===== config.mk =====
export PLATFORM = sky130hd
export DESIGN_NAME = synth_note_sequencer
export DESIGN_NICKNAME = d
export VERILOG_FILES = /design/src/rtl/synth_pkg.sv /design/src/rtl/synth_note_fifo.sv /design/src/rtl/synth_note_sequencer.sv
export SDC_FILE = /design/constraint.sdc
export NUM_CORES = 1
export LEC_CHECK = 0
export ABC_AREA = 1
export CAP_MARGIN = 10
export CORE_ASPECT_RATIO = 0.9
export CORE_MARGIN = 4
export CORE_UTILIZATION = 66
export CTS_CLUSTER_SIZE = 25
export DETAILED_ROUTE_END_ITERATION = 12
export PLACE_DENSITY = 0.86
export RECOVER_POWER = 50
export SYNTH_ARGS = -nofsm -noshare
export SYNTH_HDL_FRONTEND = slang
export SYNTH_SLANG_ARGS = --single-unit

===== constraint.sdc =====
create_clock -name CLOCK_50 -period 3.4 [get_ports CLOCK_50]
set_clock_uncertainty 0.15 [all_clocks]
set_input_delay 1.02 -clock CLOCK_50 [delete_from_list [all_inputs] [get_ports CLOCK_50]]
set_output_delay 1.02 -clock CLOCK_50 [all_outputs]
set_load 0.01 [all_outputs]

===== src/rtl/synth_pkg.sv =====
// -----------------------------------------------------------------------------
// synth_pkg
// Shared definitions for the queued note sequencer:
//   - default keycode constants (stop key)
//   - handshake and player state encodings
//   - helper to size counters from their terminal count
// -----------------------------------------------------------------------------
package synth_pkg;

   localparam int KEY_W_DEF    = 4;
   localparam int KEY_STOP_DEF = 15;

   localparam int PLAY_STATE_W = 3;

   // Keycode handshake with the keyboard decoder.
   typedef enum logic {
      H_REQ      = 1'b0,
      H_WAIT_LOW = 1'b1
   } hs_state_t;

   // Note player / envelope sequencer.
   typedef enum logic [PLAY_STATE_W-1:0] {
      P_IDLE    = 3'd0,
      P_ATTACK  = 3'd1,
      P_SUSTAIN = 3'd2,
      P_RELEASE = 3'd3,
      P_GAP     = 3'd4
   } play_state_t;

   // Width of a counter running 0..n-1; never narrower than one bit.
   function automatic int cnt_w(input int n);
      return (n > 1) ? $clog2(n) : 1;
   endfunction

endpackage


===== src/rtl/synth_note_fifo.sv =====
// -----------------------------------------------------------------------------
// synth_note_fifo
// Synchronous FIFO holding one-hot note words.
// Ports:
//   CLOCK_50  in   clock
//   reset     in   synchronous, active-high; empties the FIFO
//   i_push    in   write i_data (ignored when full, unless popping too)
//   i_data    in   W-bit entry
//   i_pop     in   discard head (ignored when empty)
//   i_flush   in   empty the FIFO; overrides push and pop in the same cycle
//   o_head    out  oldest entry (valid when !o_empty)
//   o_full    out  DEPTH entries stored
//   o_empty   out  no entries stored
//   o_level   out  occupancy 0..DEPTH
// DEPTH must be a power of two (>= 2) so the pointers wrap naturally.
// -----------------------------------------------------------------------------
module synth_note_fifo #(
   parameter int W     = 7,
   parameter int DEPTH = 4
) (
   input  logic                     CLOCK_50,
   input  logic                     reset,
   input  logic                     i_push,
   input  logic [W-1:0]             i_data,
   input  logic                     i_pop,
   input  logic                     i_flush,
   output logic [W-1:0]             o_head,
   output logic                     o_full,
   output logic                     o_empty,
   output logic [$clog2(DEPTH):0]   o_level
);

   localparam int AW = $clog2(DEPTH);
   localparam int LW = AW + 1;

   logic [W-1:0]  r_mem [DEPTH];
   logic [AW-1:0] r_wr_ptr;
   logic [AW-1:0] r_rd_ptr;
   logic [LW-1:0] r_level;

   logic w_do_push;
   logic w_do_pop;

   assign o_full  = (r_level == LW'(DEPTH));
   assign o_empty = (r_level == '0);
   assign o_level = r_level;
   assign o_head  = r_mem[r_rd_ptr];

   // A full FIFO may still accept a push when the head leaves in the same cycle.
   assign w_do_pop  = i_pop  && !i_flush && !o_empty;
   assign w_do_push = i_push && !i_flush && (!o_full || w_do_pop);

   always_ff @(posedge CLOCK_50) begin
      if (reset || i_flush) begin
         r_wr_ptr <= '0;
         r_rd_ptr <= '0;
         r_level  <= '0;
      end else begin
         if (w_do_push) r_wr_ptr <= r_wr_ptr + AW'(1);
         if (w_do_pop)  r_rd_ptr <= r_rd_ptr + AW'(1);
         if (w_do_push && !w_do_pop)      r_level <= r_level + LW'(1);
         else if (!w_do_push && w_do_pop) r_level <= r_level - LW'(1);
      end
   end

   // Storage needs no reset: contents are only read behind a non-zero level.
   always_ff @(posedge CLOCK_50) begin
      if (w_do_push) r_mem[r_wr_ptr] <= i_data;
   end

endmodule


===== src/rtl/synth_note_sequencer.sv =====
// -----------------------------------------------------------------------------
// synth_note_sequencer
// Queued, enveloped note player for the tone generator. Keycodes arrive over
// a four-phase handshake, are queued as one-hot notes, and each note is played
// for SND_LEN cycles of attack+sustain, followed by a linear release and a
// silent gap.
// Ports:
//   CLOCK_50        in   system clock
//   reset           in   synchronous, active-high
//   i_keycode       in   key from keyboard decoder, valid while i_data_ready
//   i_data_ready    in   producer has a keycode
//   o_data_request  out  block can accept a keycode (registered)
//   o_note          out  one-hot note, 0 = silent
//   o_volume        out  amplitude
//   o_busy          out  player not idle
//   o_queue_level   out  FIFO occupancy
//   o_drop_count    out  saturating count of invalid keycodes
//   o_hs_state      out  handshake FSM state (debug)
//   o_play_state    out  player FSM state (debug)
// -----------------------------------------------------------------------------
module synth_note_sequencer
   import synth_pkg::*;
#(
   parameter int NUM_NOTES  = 7,
   parameter int KEY_W      = KEY_W_DEF,
   parameter int KEY_STOP   = KEY_STOP_DEF,
   parameter int SND_LEN    = 100000000,
   parameter int RAMP_CYC   = 500000,
   parameter int VOL_W      = 4,
   parameter int GAP_LEN    = 2500000,
   parameter int FIFO_DEPTH = 4
) (
   input  logic                        CLOCK_50,
   input  logic                        reset,
   input  logic [KEY_W-1:0]            i_keycode,
   input  logic                        i_data_ready,
   output logic                        o_data_request,
   output logic [NUM_NOTES-1:0]        o_note,
   output logic [VOL_W-1:0]            o_volume,
   output logic                        o_busy,
   output logic [$clog2(FIFO_DEPTH):0] o_queue_level,
   output logic [7:0]                  o_drop_count,
   output logic                        o_hs_state,
   output logic [PLAY_STATE_W-1:0]     o_play_state
);

   localparam int LVL_W  = $clog2(FIFO_DEPTH) + 1;
   localparam int RAMP_W = cnt_w(RAMP_CYC);
   localparam int GAP_W  = cnt_w(GAP_LEN);

   localparam logic [VOL_W-1:0]     VOL_MAX  = '1;
   localparam logic [VOL_W-1:0]     VOL_ONE  = VOL_W'(1);
   localparam logic [KEY_W-1:0]     KEY_ONE  = KEY_W'(1);
   localparam logic [NUM_NOTES-1:0] NOTE_LSB = NUM_NOTES'(1);

   // ------------------------------------------------------------------------
   // Handshake
   // Four-phase: o_data_request high means one keycode may be offered. A
   // keycode is taken on the edge where o_data_request and i_data_ready are
   // both high; o_data_request then stays low until i_data_ready has been
   // seen low, so a held i_data_ready yields exactly one capture.
   // ------------------------------------------------------------------------
   hs_state_t r_hs_state, w_hs_next;
   logic      r_data_request;
   logic [7:0] r_drop_count;

   logic                 w_capture;
   logic                 w_key_note;
   logic                 w_key_stop;
   logic                 w_push;
   logic                 w_stop;
   logic                 w_drop;
   logic                 w_pop;
   logic [NUM_NOTES-1:0] w_onehot;

   logic [NUM_NOTES-1:0] w_head;
   logic                 w_full;
   logic                 w_empty;
   logic [LVL_W-1:0]     w_level;
   logic [LVL_W-1:0]     w_level_next;

   assign w_capture  = (r_hs_state == H_REQ) && r_data_request && i_data_ready && !w_full;
   assign w_key_stop = (i_keycode == KEY_W'(KEY_STOP));
   assign w_key_note = (i_keycode != '0) && (i_keycode <= KEY_W'(NUM_NOTES));
   assign w_onehot   = NOTE_LSB << (i_keycode - KEY_ONE);

   // Stop takes priority in case a build ever maps it inside the note range.
   assign w_stop = w_capture && w_key_stop;
   assign w_push = w_capture && !w_key_stop && w_key_note;
   assign w_drop = w_capture && !w_key_stop && !w_key_note;

   always_comb begin
      w_hs_next = r_hs_state;
      case (r_hs_state)
         H_REQ:      if (w_capture) w_hs_next = H_WAIT_LOW;
         H_WAIT_LOW: if (!i_data_ready) w_hs_next = H_REQ;
         default:    w_hs_next = H_REQ;
      endcase
   end

   // Occupancy after this edge; lets o_data_request be registered yet still
   // drop on the very edge that fills the FIFO.
   always_comb begin
      w_level_next = w_level;
      if (w_stop)               w_level_next = '0;
      else if (w_push && !w_pop) w_level_next = w_level + LVL_W'(1);
      else if (!w_push && w_pop) w_level_next = w_level - LVL_W'(1);
   end

   always_ff @(posedge CLOCK_50) begin
      if (reset) begin
         r_hs_state     <= H_REQ;
         r_data_request <= 1'b0;
         r_drop_count   <= '0;
      end else begin
         r_hs_state     <= w_hs_next;
         r_data_request <= (w_hs_next == H_REQ) && (w_level_next != LVL_W'(FIFO_DEPTH));
         if (w_drop && (r_drop_count != 8'hFF))
            r_drop_count <= r_drop_count + 8'd1;
      end
   end

   // ------------------------------------------------------------------------
   // Note queue
   // ------------------------------------------------------------------------
   synth_note_fifo #(
      .W     (NUM_NOTES),
      .DEPTH (FIFO_DEPTH)
   ) u_fifo (
      .CLOCK_50 (CLOCK_50),
      .reset    (reset),
      .i_push   (w_push),
      .i_data   (w_onehot),
      .i_pop    (w_pop),
      .i_flush  (w_stop),
      .o_head   (w_head),
      .o_full   (w_full),
      .o_empty  (w_empty),
      .o_level  (w_level)
   );

   // ------------------------------------------------------------------------
   // Player / envelope
   // ------------------------------------------------------------------------
   play_state_t          r_play_state, w_play_next;
   logic [NUM_NOTES-1:0] r_note,       w_note_next;
   logic [VOL_W-1:0]     r_volume,     w_vol_next;
   logic [31:0]          r_dur_cnt,    w_dur_next;
   logic [RAMP_W-1:0]    r_ramp_cnt,   w_ramp_next;
   logic [GAP_W-1:0]     r_gap_cnt,    w_gap_next;

   logic w_ramp_tick;

   // A stop flushes the queue, so nothing may be popped in that cycle.
   assign w_pop       = (r_play_state == P_IDLE) && !w_empty && !w_stop;
   assign w_ramp_tick = (r_ramp_cnt == RAMP_W'(RAMP_CYC - 1));

   always_comb begin
      w_play_next = r_play_state;
      w_note_next = r_note;
      w_vol_next  = r_volume;
      w_dur_next  = r_dur_cnt;
      w_ramp_next = r_ramp_cnt;
      w_gap_next  = r_gap_cnt;
      case (r_play_state)
         P_IDLE: begin
            if (w_pop) begin
               w_play_next = P_ATTACK;
               w_note_next = w_head;
               w_vol_next  = '0;
               w_dur_next  = '0;
               w_ramp_next = '0;
            end
         end
         P_ATTACK, P_SUSTAIN: begin
            w_dur_next = r_dur_cnt + 32'd1;
            if (r_play_state == P_ATTACK) begin
               if (w_ramp_tick) begin
                  w_ramp_next = '0;
                  w_vol_next  = r_volume + VOL_ONE;
                  if (r_volume == (VOL_MAX - VOL_ONE)) w_play_next = P_SUSTAIN;
               end else begin
                  w_ramp_next = r_ramp_cnt + RAMP_W'(1);
               end
            end
            // End of the note or a stop: release from whatever level was reached.
            if (w_stop || (r_dur_cnt == 32'(SND_LEN - 1))) begin
               w_play_next = P_RELEASE;
               w_vol_next  = r_volume;
               w_ramp_next = '0;
            end
         end
         P_RELEASE: begin
            if (r_volume == '0) begin
               // Stopped before the first attack step: nothing to ramp down.
               w_play_next = P_GAP;
               w_note_next = '0;
               w_gap_next  = '0;
            end else if (w_ramp_tick) begin
               w_ramp_next = '0;
               w_vol_next  = r_volume - VOL_ONE;
               if (r_volume == VOL_ONE) begin
                  w_play_next = P_GAP;
                  w_note_next = '0;
                  w_gap_next  = '0;
               end
            end else begin
               w_ramp_next = r_ramp_cnt + RAMP_W'(1);
            end
         end
         P_GAP: begin
            if (r_gap_cnt == GAP_W'(GAP_LEN - 1)) begin
               w_play_next = P_IDLE;
               w_gap_next  = '0;
            end else begin
               w_gap_next = r_gap_cnt + GAP_W'(1);
            end
         end
         default: begin
            w_play_next = P_IDLE;
            w_note_next = '0;
            w_vol_next  = '0;
         end
      endcase
   end

   always_ff @(posedge CLOCK_50) begin
      if (reset) begin
         r_play_state <= P_IDLE;
         r_note       <= '0;
         r_volume     <= '0;
         r_dur_cnt    <= '0;
         r_ramp_cnt   <= '0;
         r_gap_cnt    <= '0;
      end else begin
         r_play_state <= w_play_next;
         r_note       <= w_note_next;
         r_volume     <= w_vol_next;
         r_dur_cnt    <= w_dur_next;
         r_ramp_cnt   <= w_ramp_next;
         r_gap_cnt    <= w_gap_next;
      end
   end

   // ------------------------------------------------------------------------
   // Outputs
   // ------------------------------------------------------------------------
   assign o_data_request = r_data_request;
   assign o_note         = r_note;
   assign o_volume       = r_volume;
   assign o_busy         = (r_play_state != P_IDLE);
   assign o_queue_level  = w_level;
   assign o_drop_count   = r_drop_count;
   assign o_hs_state     = r_hs_state;
   assign o_play_state   = r_play_state;

endmodule

**Yosys cells after proc, flatten, opt, wreduce, memory -nomap -nowiden**

Memory sizes are Yosys's and may differ from the RTL's. A register that Yosys moved wholly into a read port is not among the register bits.
Cells that the tools add are included.

- Flip-flop bits (word level): 104
- Input bits: 7
- Latch bits: 0
- Bits in read-only memories: 0
- Memories: 1
- Bits in writable memories: 28
- Output and inout port bits: 28

Memory list:

| name | depth | bits a word | rd ports | clocked after memory_dff | write ports | line | text |
|---|---|---|---|---|---|---|---|
| u_fifo.r_mem | 4 | 7 | 1 | 1 | 1 | synth_note_fifo.sv:36 | `logic [W-1:0] r_mem [DEPTH];` |

- Magnitude comparators: 1
- Divide/modulo/power cells: 0
- Shift-type cells: 1
- Add/sub/neg operators: 11
- Bitwise gates (word level): 4
- Equal/unequal tests: 25
- Multiplexer cells: 47
- Reductions and logical operators: 49
- Multipliers: 0

Operators with widths:

| cell | number |
|---|---|
| $mux 19 | 5 |
| $mux 22 | 4 |
| $pmux 32 s2 | 1 |
| $pmux 19 s3 | 1 |
| $pmux 22 s2 | 1 |
| $mux 3 | 14 |
| $add 32x1->32 const B | 1 |
| $eq 32x27->1 const B | 1 |
| $mux 32 | 1 |
| $mux 7 | 4 |
| $mux 4 | 6 |
| $add 22x1->22 const B | 1 |
| $eq 22x22->1 const B | 1 |
| $pmux 7 s3 | 1 |
| $logic_and 1x1->1 | 20 |
| $add 19x1->19 const B | 1 |
| $eq 19x19->1 const B | 1 |
| $ne 3x3->1 const B | 6 |
| $pmux 4 s4 | 1 |
| $reduce_and 7->1 | 2 |
| $ne 2x2->1 const B | 6 |
| $pmux 3 s4 | 1 |
| $logic_not 1->1 | 9 |
| $add 8x1->8 const B | 1 |
| other kinds (29) | 48 |

**Logic depth before layout (Yosys ltp)**

Gate-level depths: netlist of run 1.

- Word-level depth: 15
- Gate-level depth with buffers: 14

**Modules after synthesis**

From an unflattened synthesis of run 1, not the netlist that was laid out.

- Cell total of the unflattened synthesis: 1086
- Area total of the unflattened synthesis: 7633.6 um^2

Modules (own cells, without submodules):

| module | cells an instance | instances | area each (um^2) |
|---|---|---|---|
| synth_note_sequencer | 943 | 1 | 6050.8 |
| synth_note_fifo | 143 | 1 | 1582.8 |

**Least setup slack after synthesis of run 1**

Ideal clock, no wire load.

- Path kind: input port to flip-flop
- From: input port i_data_ready
- To: memory u_fifo.r_mem[0][0] (enable)
- Setup slack: 0.835 ns
- Setup time: 0.360 ns
- Arrival: 2.054 ns
- Stages on the path: 6
- Path through: nand3_1 -> nor2_4 -> o21ai_0 -> nor2_2 -> inv_1 -> nor2_1

- Longest elaborated chain between the ends: 11

RTL lines:

| element | line | text |
|---|---|---|
| start, declared | synth_note_sequencer.sv:36 | `input logic i_data_ready,` |
| $logic_and 1x1->1 (*) (2 in series) | synth_note_sequencer.sv:82 | `assign w_capture = (r_hs_state == H_REQ) && r_data_request && i_data_ready && !w_full;` |
| $logic_and 1x1->1 | synth_note_sequencer.sv:88 | `assign w_stop = w_capture && w_key_stop;` |
| $logic_not 1->1 | synth_note_fifo.sv:50, synth_note_fifo.sv:51, synth_note_sequencer.sv:155 |  |
| $logic_and 1x1->1 | synth_note_sequencer.sv:155 | `assign w_pop = (r_play_state == P_IDLE) && !w_empty && !w_stop;` |
| $logic_and 1x1->1 (2 in series) | synth_note_fifo.sv:50 | `assign w_do_pop = i_pop && !i_flush && !o_empty;` |
| $logic_or 1x1->1 | synth_note_fifo.sv:51 | `assign w_do_push = i_push && !i_flush && (!o_full \|\| w_do_pop);` |
| $logic_and 1x1->1 (*) | synth_note_fifo.sv:51 |  |
| $mux 1 (*) | synth_note_fifo.sv:68 | `if (w_do_push) r_mem[r_wr_ptr] <= i_data;` |
| $mux 1 (not written as such) (*) | synth_note_fifo.sv:68 |  |
| end, declared | synth_note_fifo.sv:36 |  |

Every way passes the cells marked *; elsewhere a longest branch is shown, timed or not.

**Worst setup path after layout of run 1**

- From: input port i_keycode[0]
- To: register r_ramp_cnt[5]

- Longest elaborated chain between the ends: 6

RTL lines:

| element | line | text |
|---|---|---|
| start, declared | synth_note_sequencer.sv:35 | `input logic [KEY_W-1:0] i_keycode,` |
| $eq 4x4->1 (*) | synth_note_sequencer.sv:83 | `assign w_key_stop = (i_keycode == KEY_W'(KEY_STOP));` |
| $logic_and 1x1->1 (*) | synth_note_sequencer.sv:88 |  |
| $logic_not 1->1 | synth_note_sequencer.sv:155 |  |
| $logic_and 1x1->1 | synth_note_sequencer.sv:155 |  |
| $ne 2x1->1 (no line) | -- |  |
| $reduce_and 4->1 (no line) | -- |  |
| end signal, assigned | synth_note_sequencer.sv:240 | `r_ramp_cnt <= w_ramp_next;` |
| end, declared | synth_note_sequencer.sv:149 | `logic [RAMP_W-1:0] r_ramp_cnt, w_ramp_next;` |

Marks and branches as above.
A chain may end at the register's enable or synchronous reset.

==> results of run 1 <==
==> worst max-delay path, stage by stage <==
cell and delay, ps:
dlygate4sd3_1 590, nand2_1 140, nor2_1 80, nand2_4 110, nand2_1 230, a21oi_4 340, nand2_4 120, inv_4 160
nand2_2 200, nand2_1 140, nor2_1 60
==> kinds of logic after synthesis <==
family / after synthesis / synth area share
flip-flops: 134 / 0.3796
XOR/XNOR: 14 / 0.01571
buffers and inverters: 173 / 0.09185
AO/OA/AOI/OAI: 144 / 0.1024
adder cells (fa/ha/maj): 18 / 0.02886
AND/OR/NAND/NOR: 678 / 0.3815
==> state kept, by name (all words and copies together), names as in the netlist, named ones only <==
register         flops
u_fifo.r_mem        28
o_drop_count         8
o_volume             4
o_play_state         3
o_hs_state           1
o_data_request       1
u_fifo.r_wr_ptr      2
u_fifo.o_level       3
r_gap_cnt           22
u_fifo.r_rd_ptr      2
r_dur_cnt           32
o_note               7
r_ramp_cnt          19
==> synthesized netlist by cell type (2+ instances only) <==
library cell  instances  area share
nand2_4               3      0.0043
inv_1               136       0.065
ha_1                 18       0.029
a21oi_1              68       0.044
o21ai_1               8      0.0051
and3_1                3      0.0024
nor2_2                4      0.0032
o21bai_1              3      0.0029
nand4_1              31       0.025
clkbuf_1              9      0.0043
buf_4                 3      0.0029
o21ai_0              44       0.028
nand2_1             275        0.13
nor4_1                5      0.0040
o21a_1                4      0.0038
buf_6                 6      0.0087
xor2_1               11       0.012
a211oi_1              2      0.0019
inv_2                 9      0.0043
a32oi_1               2      0.0022
xnor2_1               3      0.0034
nor2_4                4      0.0058
nor3_1               45       0.029
edfxtp_1             28        0.11
nand3_1              84       0.054
nor2_1              196       0.094
nand3_2               5      0.0064
nand2_2               9      0.0072
dfxtp_1             106        0.27
or2_2                 6      0.0048
nand3b_1              4      0.0038
o31ai_1               3      0.0029
buf_2                 7      0.0045
==> per-stage QoR <==
stage,utilization,cells,cell area (sq um),power [mW],hold slack [ps]
floorplan,-,1161,7805,3.543,285.6
global placement,0.7219,1338,8288,3.998,302.9
detailed placement,0.7219,1338,8288,4.048,305.0
CTS,0.7732,1370,8877,5.913,317.3
global route,0.7705,1370,8846,6.255,343.7
finish,0.7705,1370,8846,5.881,317.0
==> area by class of cell <==
type                            count  area share
Timing Repair Buffer               47     0.05050
Multi-Input combinational cell    854      0.4632
Clock inverter                     15     0.01853
Inverter                          147     0.06266
Clock buffer                       17     0.04809
Tap cell                          156     0.02207
Sequential cell                   134      0.3349
==> per-layer routing <==
metal	wire, um	track usage
met1	8575	0.3944
met2	8587	0.4462
met3	1130	0.05459
met4	327	0.1052
met5	0	0
==> how the worst min path moves through the flow <==
stage                                           end  slack, ps                             from
global placement    u_fifo.r_rd_ptr[0]$_SDFFE_PP0P_        300  u_fifo.r_rd_ptr[0]$_SDFFE_PP0P_
global route                                   flop        340  u_fifo.r_rd_ptr[1]$_SDFFE_PP0P_
detailed placement  u_fifo.r_rd_ptr[1]$_SDFFE_PP0P_        310  u_fifo.r_rd_ptr[1]$_SDFFE_PP0P_
finish                                         flop        320  u_fifo.r_rd_ptr[1]$_SDFFE_PP0P_
CTS                                            flop        320  u_fifo.r_rd_ptr[1]$_SDFFE_PP0P_
floorplan                                      flop        290  u_fifo.r_rd_ptr[1]$_SDFFE_PP0P_
==> where the power goes <==
group	switching [mW]	internal [mW]	leakage, nW	total, mW
clock network	0.804	1.04	0.287	1.84
registers	0.184	1.78	1.12	1.97
logic	1.38	0.691	2.20	2.07
==> impl_metrics.tcl, run 1 <==
set metrics [dict create \
    power_leakage_nw 3.609 \
    antenna_found_initial 0 \
    rsz0062_at_grt "false" \
    routedWlPerCell_um 13.59 \
    timing.setup.tns_ps 0 \
    slew_headroom 0.1321 \
    yosys_warnings 0 \
    clock-root-buffer "clkbuf_16" \
    ios 35 \
    multi_input_area_sq_um 4098 \
    synth_enable_flop_cells 28 \
    synth_seq_area_share 0.3796 \
    hp-class "reg -> reg" \
    min_period_over_period 0.8884 \
    dp_slack_ps 215.6 \
    drt_iter0_drc 834 \
    finalCriticalPeriod_ps 3021 \
    mappedNetlistNets 1186 \
    drv_cap 0 \
    wl_mm 18.62 \
    drt-pass1-iter-count 7 \
    drive_gt1_frac 0.06919 \
    initial_core_util 0.6798 \
    dp_hpwl_mm 13.19 \
    insertion_delay_ps 430 \
    grt_pass1_vias 6968 \
    final_common_cell "nand2_1" \
    cts_hold_buf 0 \
    track_usage 0.2864 \
    coreArea_sq_um 11480 \
    synth_flop_cell "dfxtp_1" \
    reg2reg_setup_slack_ps 570 \
    grt_max_degree 30 \
    cts_tree "done" \
    peakVddDrop_uv 538.5 \
    rr_startpoint "r_ramp_cnt[0]$_SDFFE_PP0P_" \
    cts_setup_buffers 0 \
    htree_levels 4 \
    arrival_ps 3190 \
    synth_area_sq_um 7805 \
    nFillCells 913 \
    syn_avg_cell_area_sq_um 6.723 \
    drc 0 \
    gp_congestion 0.9412 \
    ys_async_sr_fraction 0 \
    finalMaxSlewViolations 0 \
    port_buffers 34 \
    clkTransAtPathRegs_ps 60 \
    fp.dieW_um 122.6 \
    report.final.hold_viol_count 0 \
    layout_common_cells "nand2_1, nor2_1, inv_1, dfxtp_1, nand3_1" \
    numCtsBuffers 17 \
    final-seq-area_sq_um 2963 \
    holdPathStages 2 \
    fmax_mhz 331.1 \
    crit_path_end "r_ramp_cnt[5]$_SDFFE_PP0P_" \
    grt_pass1_wl_mm 31.88 \
    num-nets-final 1226 \
    worstSetupPathType "in -> reg" \
    power_density_nw_per_um2 664.8 \
    cts_resized 0 \
    ant_nets 0 \
    cp-start-kind "input pin" \
    tightest_slew_ps 1302 \
    crit_path_max_fanout 14 \
    area_growth_pct 13.34 \
    die_h_um 111.2 \
    cts_sinks 134 \
    worstPathRequired_ps 3570 \
    ys_ff_latch 134 \
    cp-end-kind "flop" \
    vias 7644 \
    num_rows 37 \
    status "finished, final reports clean" \
    worstSetupStartpoint "i_keycode[0]" \
    postSynthCellCount 1161 \
    post_drt_via_cell_ratio 5.580 \
    antenna_cells 0 \
    setup_viol 0 \
    die_area_sq_um 13630 \
    rr_worst_depth 12 \
    setup_slack_ps 379.3 \
    synth.distinct_cells 50 \
    r2r_end "r_gap_cnt[15]$_SDFFE_PP0P_" \
    clock_path_buffers 2 \
    grt-ovfl-total 0 \
]
Note: power is estimated with default switching activity, not from simulation.
==> run 2: changes to the inputs <==
--- a/config.mk
+++ b/config.mk
@@ -6,7 +6,6 @@
 export NUM_CORES = 1
 export LEC_CHECK = 0
 export ABC_AREA = 1
-export CAP_MARGIN = 10
 export CORE_ASPECT_RATIO = 0.9
 export CORE_MARGIN = 4
 export CORE_UTILIZATION = 66
==> results of run 2 <==
Final layout, timing and power as in run 1 (identical DEF).
